File: src/rtl/sram_port_arbiter.sv
// rtl/sram_port_arbiter.sv - shares one synchronous SRAM port between IF reads and MEM loads/stores
// One access in flight; MEM has priority, but IF is forced a grant after STARVE_MAX conflicted MEM wins.
module sram_port_arbiter #(
  parameter int RD_LAT     = 1,
  parameter int STARVE_MAX = 4
) (
  input  logic        clk,
  input  logic        rst_n,
  input  logic        i_if_req,
  input  logic [31:0] i_if_addr,
  output logic        o_if_addr_ok,
  output logic        o_if_data_ok,
  output logic [31:0] o_if_rdata,
  input  logic        i_mem_req,
  input  logic        i_mem_wr,
  input  logic [3:0]  i_mem_wstrb,
  input  logic [31:0] i_mem_addr,
  input  logic [31:0] i_mem_wdata,
  output logic        o_mem_addr_ok,
  output logic        o_mem_data_ok,
  output logic [31:0] o_mem_rdata,
  output logic        o_sram_en,
  output logic [3:0]  o_sram_wen,
  output logic [31:0] o_sram_addr,
  output logic [31:0] o_sram_wdata,
  input  logic [31:0] i_sram_rdata
);

  localparam logic [2:0] LP_RD_LAT     = 3'(RD_LAT);
  localparam logic [3:0] LP_STARVE_MAX = 4'(STARVE_MAX);

  typedef enum logic {S_IDLE, S_BUSY} state_t;
  typedef enum logic [1:0] {OWN_NONE, OWN_IF, OWN_MEM} owner_t;

  state_t     r_state, w_state_nxt;
  owner_t     r_owner, w_owner_nxt;
  logic [2:0] r_lat_cnt, w_lat_nxt;
  logic [3:0] r_starve_cnt, w_starve_nxt;
  logic       r_store, w_store_nxt;

  logic w_done, w_can_issue, w_both, w_grant_if, w_grant_mem;

  assign w_done      = (r_state == S_BUSY) && (r_lat_cnt == 3'd1);
  // Gating with rst_n keeps the request-driven outputs at 0 while reset is held.
  assign w_can_issue = rst_n && ((r_state == S_IDLE) || w_done);
  assign w_both      = i_if_req && i_mem_req;
  assign w_grant_if  = w_can_issue && i_if_req && (!i_mem_req || (r_starve_cnt == LP_STARVE_MAX));
  assign w_grant_mem = w_can_issue && i_mem_req && !w_grant_if;

  always_ff @(posedge clk or negedge rst_n) begin
    if (!rst_n) begin
      r_state      <= S_IDLE;
      r_owner      <= OWN_NONE;
      r_lat_cnt    <= 3'd0;
      r_starve_cnt <= 4'd0;
      r_store      <= 1'b0;
    end else begin
      r_state      <= w_state_nxt;
      r_owner      <= w_owner_nxt;
      r_lat_cnt    <= w_lat_nxt;
      r_starve_cnt <= w_starve_nxt;
      r_store      <= w_store_nxt;
    end
  end

  always_comb begin
    w_state_nxt  = r_state;
    w_owner_nxt  = r_owner;
    w_lat_nxt    = r_lat_cnt;
    w_starve_nxt = r_starve_cnt;
    w_store_nxt  = r_store;
    if (w_grant_if || w_grant_mem) begin
      w_state_nxt = S_BUSY;
      w_owner_nxt = w_grant_if ? OWN_IF : OWN_MEM;
      w_lat_nxt   = LP_RD_LAT;
      w_store_nxt = w_grant_mem && i_mem_wr;
    end else if (w_done) begin
      w_state_nxt = S_IDLE;
      w_owner_nxt = OWN_NONE;
      w_lat_nxt   = 3'd0;
      w_store_nxt = 1'b0;
    end else if (r_state == S_BUSY) begin
      w_lat_nxt = r_lat_cnt - 3'd1;
    end
    // Starvation only accrues when IF actually lost a conflict.
    if (w_both && w_grant_mem && (r_starve_cnt < LP_STARVE_MAX)) begin
      w_starve_nxt = r_starve_cnt + 4'd1;
    end else if (w_both && w_grant_if) begin
      w_starve_nxt = 4'd0;
    end
  end

  always_comb begin
    o_if_addr_ok  = w_grant_if;
    o_mem_addr_ok = w_grant_mem;
    o_sram_en     = 1'b0;
    o_sram_wen    = 4'b0000;
    o_sram_addr   = 32'd0;
    o_sram_wdata  = 32'd0;
    if (w_grant_if) begin
      o_sram_en   = 1'b1;
      o_sram_addr = i_if_addr;
    end else if (w_grant_mem) begin
      o_sram_en    = 1'b1;
      o_sram_addr  = i_mem_addr;
      o_sram_wdata = i_mem_wdata;
      o_sram_wen   = i_mem_wr ? i_mem_wstrb : 4'b0000;
    end
    o_if_data_ok  = w_done && (r_owner == OWN_IF);
    o_mem_data_ok = w_done && (r_owner == OWN_MEM);
    o_if_rdata    = o_if_data_ok ? i_sram_rdata : 32'd0;
    o_mem_rdata   = (o_mem_data_ok && !r_store) ? i_sram_rdata : 32'd0;
  end

endmodule

File: config.mk
export PLATFORM = sky130hd
export DESIGN_NAME = sram_port_arbiter
export DESIGN_NICKNAME = d
export VERILOG_FILES = /design/src/rtl/sram_port_arbiter.sv
export SDC_FILE = /design/constraint.sdc
export NUM_CORES = 1
export LEC_CHECK = 0
export BUFFER_PORTS_ARGS = -buffer_cell sky130_fd_sc_hd__buf_2
export CAP_MARGIN = 10
export CORE_AREA = 10 10 98 100
export DETAILED_ROUTE_END_ITERATION = 12
export DIE_AREA = 0 0 108 110
export PLACE_DENSITY = 0.79
export REMOVE_ABC_BUFFERS = 1
export SLEW_MARGIN = 15
export SYNTH_ARGS = -nofsm -noshare
export SYNTH_HDL_FRONTEND = slang
export SYNTH_SLANG_ARGS = --single-unit
export TNS_END_PERCENT = 20
File: constraint.sdc
create_clock -name clk -period 2.3 [get_ports clk]
set_input_delay 0.23 -clock clk [delete_from_list [all_inputs] [get_ports clk]]
set_output_delay 0.23 -clock clk [all_outputs]
set_load 0.02 [all_outputs]
==> impl_metrics.yaml, run 1 <==
run_status:
  status: "complete, no violations"
placed_design:
  port_buffers: 273
  dpl_worst_slack_ps: 214.2
  hpwl_um: 10050
  placed_cell_area_mm2: 0.003700
  place.gp.congestion: 0.9384
floorplanning:
  initial_core_util_pct: 29.29
  dieHeight_um: 110
  core_area_mm2: 0.007647
  die_x_um: 108
  pin_count: 274
  rows: 32
  fp.dieArea_mm2: 0.01188
synth:
  yosys-top-cells-count: "and2_1, inv_1, o211ai_1"
  syn_inst: 298
  ys.flop_type: "dfrtp_1"
  synthDistinctLibCells: 40
  syn_area_mm2: 0.002240
  syn_avg_cell_area_um2: 7.516
  yosys_warnings: 0
  synth.most_common_cell: "and2_1"
  synth-async-reset-ratio_pct: 100.0
  synth_top_cell_area_share_pct: 17.88
  synth_edf_count: 0
  ys_ff_latch: 11
  ys_top_cells_by_area: "and2_1, o32ai_2, dfrtp_1"
  synth.yosys.seq_area_share_pct: 12.29
  yosys.area.top_type: "and2_1"
hold_path:
  hp-class: "primary input to flop"
  worst_hold_startpoint: "i_mem_wr"
power:
  pwr-share-clk_pct: 6.9
  p_switching_mw: 1.552
  vdd_drop_max_uv: 505.1
  power.leakage_nw: 2.332
  powerDensity_mw_per_mm2: 723.2
  p_seq_share_pct: 13.4
  p_int_mw: 1.231
  pwr-share-comb_pct: 79.7
  power_mw: 2.783
  p_sw_share_pct: 55.77
route:
  drc: 0
  post_drt_wl_per_cell_um: 18.54
  wl_um: 12180
  drtAntennaViolNets: 0
  viasPerCell: 5.002
  num_vias: 3286
  drt_first_pass_iters: 4
  drt_iter0_drc: 122
sta:
  worstMarginPinSlew_ps: 557.1
  fin_ws_ps: 45.33
  fmax_ghz: 0.4435
  slew_headroom_pct: 62.47
  fin_crit_ps: 2255
  finalSetupViolations: 0
  maxSlewViolCount: 0
  rsz0062_at_grt: "yes"
  setup_tns_ps: 0
  finClkSkew_ps: 1.295
  finalHoldViolCount: 0
  period_share_pct: 98.03
global_route:
  grt_pass1_wl_um: 17440
  grt.total_usage_pct: 18.04
  grt_max_degree: 37
  grt_pass1_vias: 3258
  grt_antenna_before_repair: 0
  overflow: 0
critical_path:
  cp.required_ps: 2070
  worstSetupPathType: "flop to output pin"
  arrival_ps: 2020
  cp_max_fo: 35
  slowest_stage: "dfrtp_1"
  r2r-start: "r_starve_cnt[0]$_DFFE_PN0P_"
  endpoint_kind: "output pin"
  cp_top_family: "compound AO/OA/AOI/OAI gates"
  crit_path_max_incr_delay_ps: 370
  timing.critical_path.buf_inv: 3
  crit_chain: "inv_1 -> ha_1 -> and3b_1 -> a21o_1 -> buf_8 -> o32ai_2 -> buf_4"
  startpoint_type: "flop"
  crit_start: "r_starve_cnt[0]$_DFFE_PN0P_"
cells_and_area:
  antenna_cells: 0
  drive_gt1_share_pct: 57.48
  fill_cells: 763
  register_area_um2: 275.3
  layout.nets: 697
  multiInputGateArea_mm2: 0.001685
  design_area_mm2: 0.003849
  area_growth_pct: 71.84
clocking:
  cts_tree: "yes"
  clk_pin_slew_ps: 50
  numCtsBuffers: 3
  insertion_delay_ps: 240
  htree_levels: 1
  root_buffer: "clkbuf_8"
  clock-sinks: 11
  cts_max_path_buffers: 2
run:
  maxCapViolCount: 0
[cell usage in the layout (no fill, tap or decap), types with 6 or more instances in the layout]
cell,synthesis,routed
and2_1,64,64
and3_1,32,32
buf_2,10,264
buf_4,4,16
buf_6,1,6
dfrtp_1,11,11
inv_1,42,42
o211ai_1,33,33
o32ai_1,15,13
o32ai_2,18,19
[power groups by stage]
stage	sequential (mW)	combinational (mW)	clock [mW]
floorplan	0.339	1.33	0
global placement	0.360	2.05	0
detailed placement	0.367	2.12	0
CTS	0.367	2.13	0.198
global route	0.384	2.40	0.213
finish	0.372	2.22	0.192
[tightest hold or removal path: cells and delay by family]
kind	cells	cell delay, ps
buffers and inverters	2	190
AO/OA/AOI/OAI	1	90
[final cells by class]
cell class,instances,area share [%]
Clock buffer,4,1.170
Inverter,43,4.194
Multi-Input combinational cell,208,43.79
Sequential cell,11,7.152
Tap cell,102,3.316
Timing Repair Buffer,289,40.38
[final timing paths]
path	end	slack (ps)	cells past startpoint
min reg2reg	r_starve_cnt[3]$_DFFE_PN0P_	430	0
max in group asynchronous	r_owner[1]$_DFFE_PN0P_	1310	2
min in group asynchronous	r_lat_cnt[1]$_DFFE_PN0P_	630	2
max reg2reg	r_store$_DFFE_PN0P_	650	6
max	o_sram_addr[15]	50	7
min	r_store$_DFFE_PN0P_	320	3
[metrics by stage]
stage / instances / hold slack, ps / util [%]
after floorplan: 262 / -65.59 / -
final: 657 / 320.0 / 50.33
after global placement: 651 / 153.5 / 48.38
after detailed placement: 651 / 160.6 / 48.38
after global routing: 657 / 351.2 / 50.33
after CTS: 656 / 340.3 / 49.15
[flip-flops by register name, indices dropped and copies added, names as in the netlist]
name,flops
r_lat_cnt,3
r_state,1
r_store,1
r_starve_cnt,4
r_owner,2
[what timing repair did]
| item | CTS | global route |
|---|---|---|
| hold endpoints to repair | 11 | 0 |
| resized for setup | 1 | 22 |
| setup buffers | 0 | 1 |
| hold buffers | 1 | 0 |
| endpoints found under the setup margin | 16 | 73 |
| pin swaps | 0 | 0 |
[logic make-up (layout without fill, tap and decap cells)]
logic type,after synthesis,in the layout,synth area share [%]
simple gates,118,118,33.69
compound gates,85,85,36.54
buf+inv,79,336,14.80
flops,11,11,12.29
fa+ha+maj,4,4,2.235
mux,1,1,0.4469
[per-layer routing]
layer,vias to the layer above,track usage [%],wire length (µm)
met5,-,0,0
met3,29,5.630,1160
met2,171,33.32,6401
li1,1587,-,-
met4,0,7.347,438
met1,1499,18.52,4179
(Power assumes the default switching activity.)
==> run 2, diff against run 1 <==
Settings changed: REMOVE_ABC_BUFFERS 1 to default.
==> run 2 against run 1 <==
Net effect: final cell count up 0.30%; clock-buffer cell count did not move; wire length down 2.3%; combinational power is 4% higher; die area did not move; sequential share of layout area is 0.14 points lower; flip-flop and latch count did not move; maximum frequency is 1.1% higher; first-iteration DRC count is 3.3% lower; critical endpoint is now o_sram_addr[12]; largest power group unchanged; clock power grew 4%; register-to-register slack got worse by 20 ps; via count shrank 1.1%.
==> impl_metrics.yaml, run 2 (synthesized netlist as in run 1, its figures left out) <==
global_route:
  grt_pass1_wl_um: 17080
  overflow: 0
  grt.total_usage_pct: 17.36
  grt_max_degree: 37
  grt_pass1_vias: 3244
  grt_antenna_before_repair: 0
sta:
  fin_crit_ps: 2231
  finClkSkew_ps: 7.365
  fin_ws_ps: 69.24
  period_share_pct: 96.99
  finalSetupViolations: 0
  rsz0062_at_grt: "yes"
  finalHoldViolCount: 0
  fmax_ghz: 0.4483
  hold_ws_ps: 86.10
  setup_tns_ps: 0
  maxSlewViolCount: 0
  worstMarginPinSlew_ps: 513.8
  slew_headroom_pct: 65.64
route:
  post_drt_wl_per_cell_um: 18.05
  num_vias: 3250
  drt_iter0_drc: 118
  wl_um: 11900
  drtAntennaViolNets: 0
  drt_first_pass_iters: 4
  viasPerCell: 4.932
  drc: 0
cells_and_area:
  fill_cells: 756
  fin_util_pct: 51.36
  largest_register_ffs: 4
  area_growth_pct: 75.36
  final_cell_mix: "buf_2, and2_1, inv_1, o211ai_1, and3_1"
  antenna_cells: 0
  layout.nets: 699
  largest_register: "r_starve_cnt"
  design_area_mm2: 0.003928
  drive_gt1_share_pct: 58.71
  reg_top3: "r_starve_cnt (4), r_lat_cnt (3), r_owner (2)"
  final_common_cell: "buf_2"
critical_path:
  cp_max_fo: 35
  startpoint_type: "flop"
  cp.required_ps: 2070
  endpoint_kind: "output pin"
  worstSetupPathType: "flop to output pin"
  arrival_ps: 2000
placed_design:
  hpwl_um: 9729
  dpl_worst_slack_ps: 218.3
  placed_cell_area_mm2: 0.003710
  place.gp.congestion: 0.8732
  port_buffers: 273
run_status:
  status: "complete, no violations"
power:
  vdd_drop_max_uv: 519.9
  p_int_mw: 1.309
  powerDensity_mw_per_mm2: 733.4
  p_sw_share_pct: 54.55
  power.leakage_nw: 2.356
  pwr-share-comb_pct: 80.2
  pwr-share-clk_pct: 6.9
  p_seq_share_pct: 12.8
  p_switching_mw: 1.571
floorplanning:
  rows: 32
  core_area_mm2: 0.007647
  fp.dieArea_mm2: 0.01188
  die_x_um: 108
  pin_count: 274
  dieHeight_um: 110
  initial_core_util_pct: 29.29
clocking:
  numCtsBuffers: 3
  insertion_delay_ps: 240
  cts_max_path_buffers: 2
  clock-sinks: 11
  htree_levels: 1
  root_buffer: "clkbuf_8"
  clk_pin_slew_ps: 60
  cts_tree: "yes"
synth:
  synthesis.nets: 439
run:
  maxCapViolCount: 0
hold_path:
  hp-class: "primary input to asynchronous set/reset pin"
[run 2: changes by cell type in the layout (fill, tap and decap cells not counted), sizes merged]
cell,previous run,this run
clkinvlp,0,1
clkinv,1,0
buf,288,289
clkbuf,4,5
[run 2: power by group through the flow]
stage	logic [mW]	clock network, mW	registers (mW)
3_3_place_gp	2.08	0	0.359
5_1_grt	2.50	0.213	0.382
2_1_floorplan	1.47	0	0.325
4_1_cts	2.16	0.198	0.365
3_5_place_dp	2.15	0	0.366
6_report	2.31	0.200	0.370
[run 2: cell type report]
| class | instances | area, µm² | share of cell area (%) |
|---|---|---|---|
| multi-input cells | 208 | 1722 | 43.84 |
| repair buffers | 291 | 1593 | 40.55 |
| flip-flops and latches | 11 | 275.3 | 7.009 |
| inverters | 43 | 165.2 | 4.205 |
| well taps | 102 | 127.6 | 3.249 |
| clock buffers | 4 | 45.04 | 1.147 |
[run 2: worst max-delay path: stages (launching register included)]
cell	delay (ps)
dfrtp_1	350
inv_1	50
ha_1	220
and3b_2	260
a21o_1	220
buf_12	190
o32ai_1	240
buf_2	220
[run 2: per-layer routing]
layer	vias to the layer above	part of all wire, %	wire, µm	track usage [%]
li1	1595	-	-	-
met1	1474	38	4493	18.76
met2	171	51	6123	32.33
met3	10	9.8	1169	6.268
met4	0	0.92	110	2.481
met5	-	0	0	0
[run 2: worst paths after layout]
path                                              from                     endpoint  slack, ps  depth (start not counted)
hold / removal                                   rst_n  r_starve_cnt[3]$_DFFE_PN0P_         90                          2
setup reg to reg              r_lat_cnt[1]$_DFFE_PN0P_  r_starve_cnt[1]$_DFFE_PN0P_        630                          6
max in group asynchronous                        rst_n  r_starve_cnt[0]$_DFFE_PN0P_       1360                          2
min in group clk                              i_mem_wr          r_store$_DFFE_PN0P_        300                          3
hold reg to reg            r_starve_cnt[3]$_DFFE_PN0P_  r_starve_cnt[3]$_DFFE_PN0P_        420                          0
setup / recovery           r_starve_cnt[0]$_DFFE_PN0P_              o_sram_addr[12]         70                          7
[run 2: timing repair]
action	in CTS	in global routing
resized for setup	1	28
hold endpoints to repair	10	0
setup endpoints to repair	19	80
hold buffers	1	0
buffers inserted	0	5
[run 2: through the flow]
step	cells	power (mW)
CTS	654	2.725
floorplan	298	1.797
detailed placement	649	2.521
global placement	649	2.443
finish	659	2.881
global route	659	3.098
==> run 3, diff against run 2 <==
Settings changed: CELL_PAD_IN_SITES_DETAIL_PLACEMENT from default to 1, CELL_PAD_IN_SITES_GLOBAL_PLACEMENT from default to 2, CORE_AREA 10 10 98 100 to default, CORE_MARGIN from default to 10, CORE_UTILIZATION from default to 15, DIE_AREA 0 0 108 110 to default, PLACE_DENSITY 0.79 to 0.9.
==> run 3 against run 2 <==
Net effect: critical path depth did not move; flip-flop and latch count did not move; utilization fell by 23 points; setup slack got worse by 2.5 ps; hold slack improved by 250 ps; die area rose by 70%; sequential power fell by 2%; maximum frequency fell by 0.11%; clock skew fell by 4.5 ps; power rose by 5.5%; non-clock buffer count fell by 2; critical path type unchanged.
==> impl_metrics.yaml, run 3 (synthesized netlist as in run 1, its figures left out) <==
run_status:
  status: "complete, no violations"
synth:
  synthesis.nets: 439
placed_design:
  dpl_worst_slack_ps: 206.2
  hpwl_um: 10780
  port_buffers: 273
  place.gp.congestion: 0.7377
sta:
  period_share_pct: 97.10
  worstMarginPinSlew_ps: 682.7
  fmax_ghz: 0.4478
  fin_ws_ps: 66.75
  hold_ws_ps: 334.5
  fin_crit_ps: 2233
  slew_headroom_pct: 54.01
  finalSetupViolations: 0
  finClkSkew_ps: 2.883
  finalHoldViolCount: 0
  maxSlewViolCount: 0
floorplanning:
  initial_core_util_pct: 15.35
  fp.dieArea_mm2: 0.02022
  die_x_um: 142.2
  pin_count: 274
  core_area_mm2: 0.01459
  dieHeight_um: 142.2
  rows: 44
clocking:
  numCtsBuffers: 3
  root_buffer: "clkbuf_16"
  insertion_delay_ps: 240
  clk_pin_slew_ps: 40
  cts_max_path_buffers: 2
  htree_levels: 1
  clock-sinks: 11
  cts_tree: "yes"
global_route:
  grt_pass1_vias: 3456
  grt.total_usage_pct: 11.60
  overflow: 0
  grt_antenna_before_repair: 0
  grt_pass1_wl_um: 19400
  grt_max_degree: 37
route:
  drc: 0
  drt_iter0_drc: 99
  wl_um: 13350
  num_vias: 3272
  viasPerCell: 4.428
  post_drt_wl_per_cell_um: 18.06
  drt_first_pass_iters: 4
  drtAntennaViolNets: 0
critical_path:
  arrival_ps: 2000
  cp_max_fo: 16
  timing.critical_path.buf_inv: 3
  startpoint_type: "flop"
  crit_path_max_incr_delay_ps: 380
  slowest_stage: "dfrtp_1"
  crit_chain: "inv_1 -> ha_2 -> and3b_2 -> a21o_4 -> clkbuf_16 -> o32ai_2 -> buf_4"
  cp.required_ps: 2070
  cp_top_family: "compound AO/OA/AOI/OAI gates"
  worstSetupPathType: "flop to output pin"
  endpoint_kind: "output pin"
cells_and_area:
  reg_top3: "r_starve_cnt (4), r_lat_cnt (3), r_owner (2)"
  largest_register: "r_starve_cnt"
  area_growth_pct: 84.58
  layout.nets: 697
  drive_gt1_share_pct: 59.28
  final_cell_mix: "buf_2, and2_1, inv_1, o211ai_1, and3_1"
  antenna_cells: 0
  largest_register_ffs: 4
  final_common_cell: "buf_2"
power:
  power.leakage_nw: 2.383
  vdd_drop_max_uv: 343.8
  powerDensity_mw_per_mm2: 735.1
hold_path:
  hp-class: "primary input to flop"
run:
  maxCapViolCount: 0
## run 3: changes by cell type in the layout (fill, tap and decap cells not counted), moves of 2 or more
cell       delta
buf_2         -2
buf_4         -2
buf_12        +3
o32ai_1       -3
clkbuf_8      -3
clkbuf_16     +4
o32ai_2       +3
## run 3: repair_timing
| item | in CTS | in global routing |
|---|---|---|
| gates resized for setup | 4 | 29 |
| hold endpoints to repair | 4 | 0 |
| cloned | 0 | 1 |
| setup endpoints to repair | 1 | 36 |
| setup buffers | 0 | 2 |
| hold buffers | 1 | 0 |
| pin swaps | 0 | 1 |
## run 3: metal layers
metal  vias to the layer above  global-route usage, %  share of wire [%]
li1                       1590                      -                  -
met1                      1533                  13.07                 40
met2                       141                  20.86                 51
met3                         8                  4.272                8.8
met4                         0                  1.291               0.74
met5                         -                      0                  0
## run 3: tightest hold or removal path, cell delays in order
cell,delay (ps)
buf_2,120
inv_1,80
o32ai_1,90
## run 3: metrics by stage
stage / std cells / setup TNS (ps) / cell area [µm²] / utilization [%] / total power, mW
2_1_floorplan: 298 / 0 / 2240 / - / 1.797
3_3_place_gp: 731 / 0 / 3850 / 26.39 / 2.541
3_5_place_dp: 731 / 0 / 3850 / 26.39 / 2.570
4_1_cts: 736 / 0 / 3959 / 27.14 / 2.926
5_1_grt: 739 / -37.11 / 4134 / 28.34 / 3.280
6_report: 739 / 0 / 4134 / 28.34 / 3.039
## run 3: cell type report
class	count	area [µm²]
flip-flops and latches	11	275.3
inverters	43	161.4
well taps	184	230.2
repair buffers	289	1634
clock buffers	4	78.83
fillers	1820	10460
multi-input cells	208	1754
## run 3: final timing paths
check	cells after the start	to	slack, ps	start
worst max-delay path	7	o_sram_addr[5]	70	r_starve_cnt[0]$_DFFE_PN0P_
worst min-delay path	3	r_store$_DFFE_PN0P_	330	i_mem_wr
worst max register to register	7	r_store$_DFFE_PN0P_	500	r_starve_cnt[0]$_DFFE_PN0P_
worst min register to register	0	r_starve_cnt[3]$_DFFE_PN0P_	420	r_starve_cnt[3]$_DFFE_PN0P_
max in group asynchronous	3	r_lat_cnt[1]$_DFFE_PN0P_	1330	rst_n
min in group asynchronous	2	r_starve_cnt[2]$_DFFE_PN0P_	390	rst_n
## run 3: report_power, final
part / internal, mW / switching (mW)
logic: 0.907 / 1.44
registers: 0.275 / 0.0888
clock network: 0.233 / 0.0917
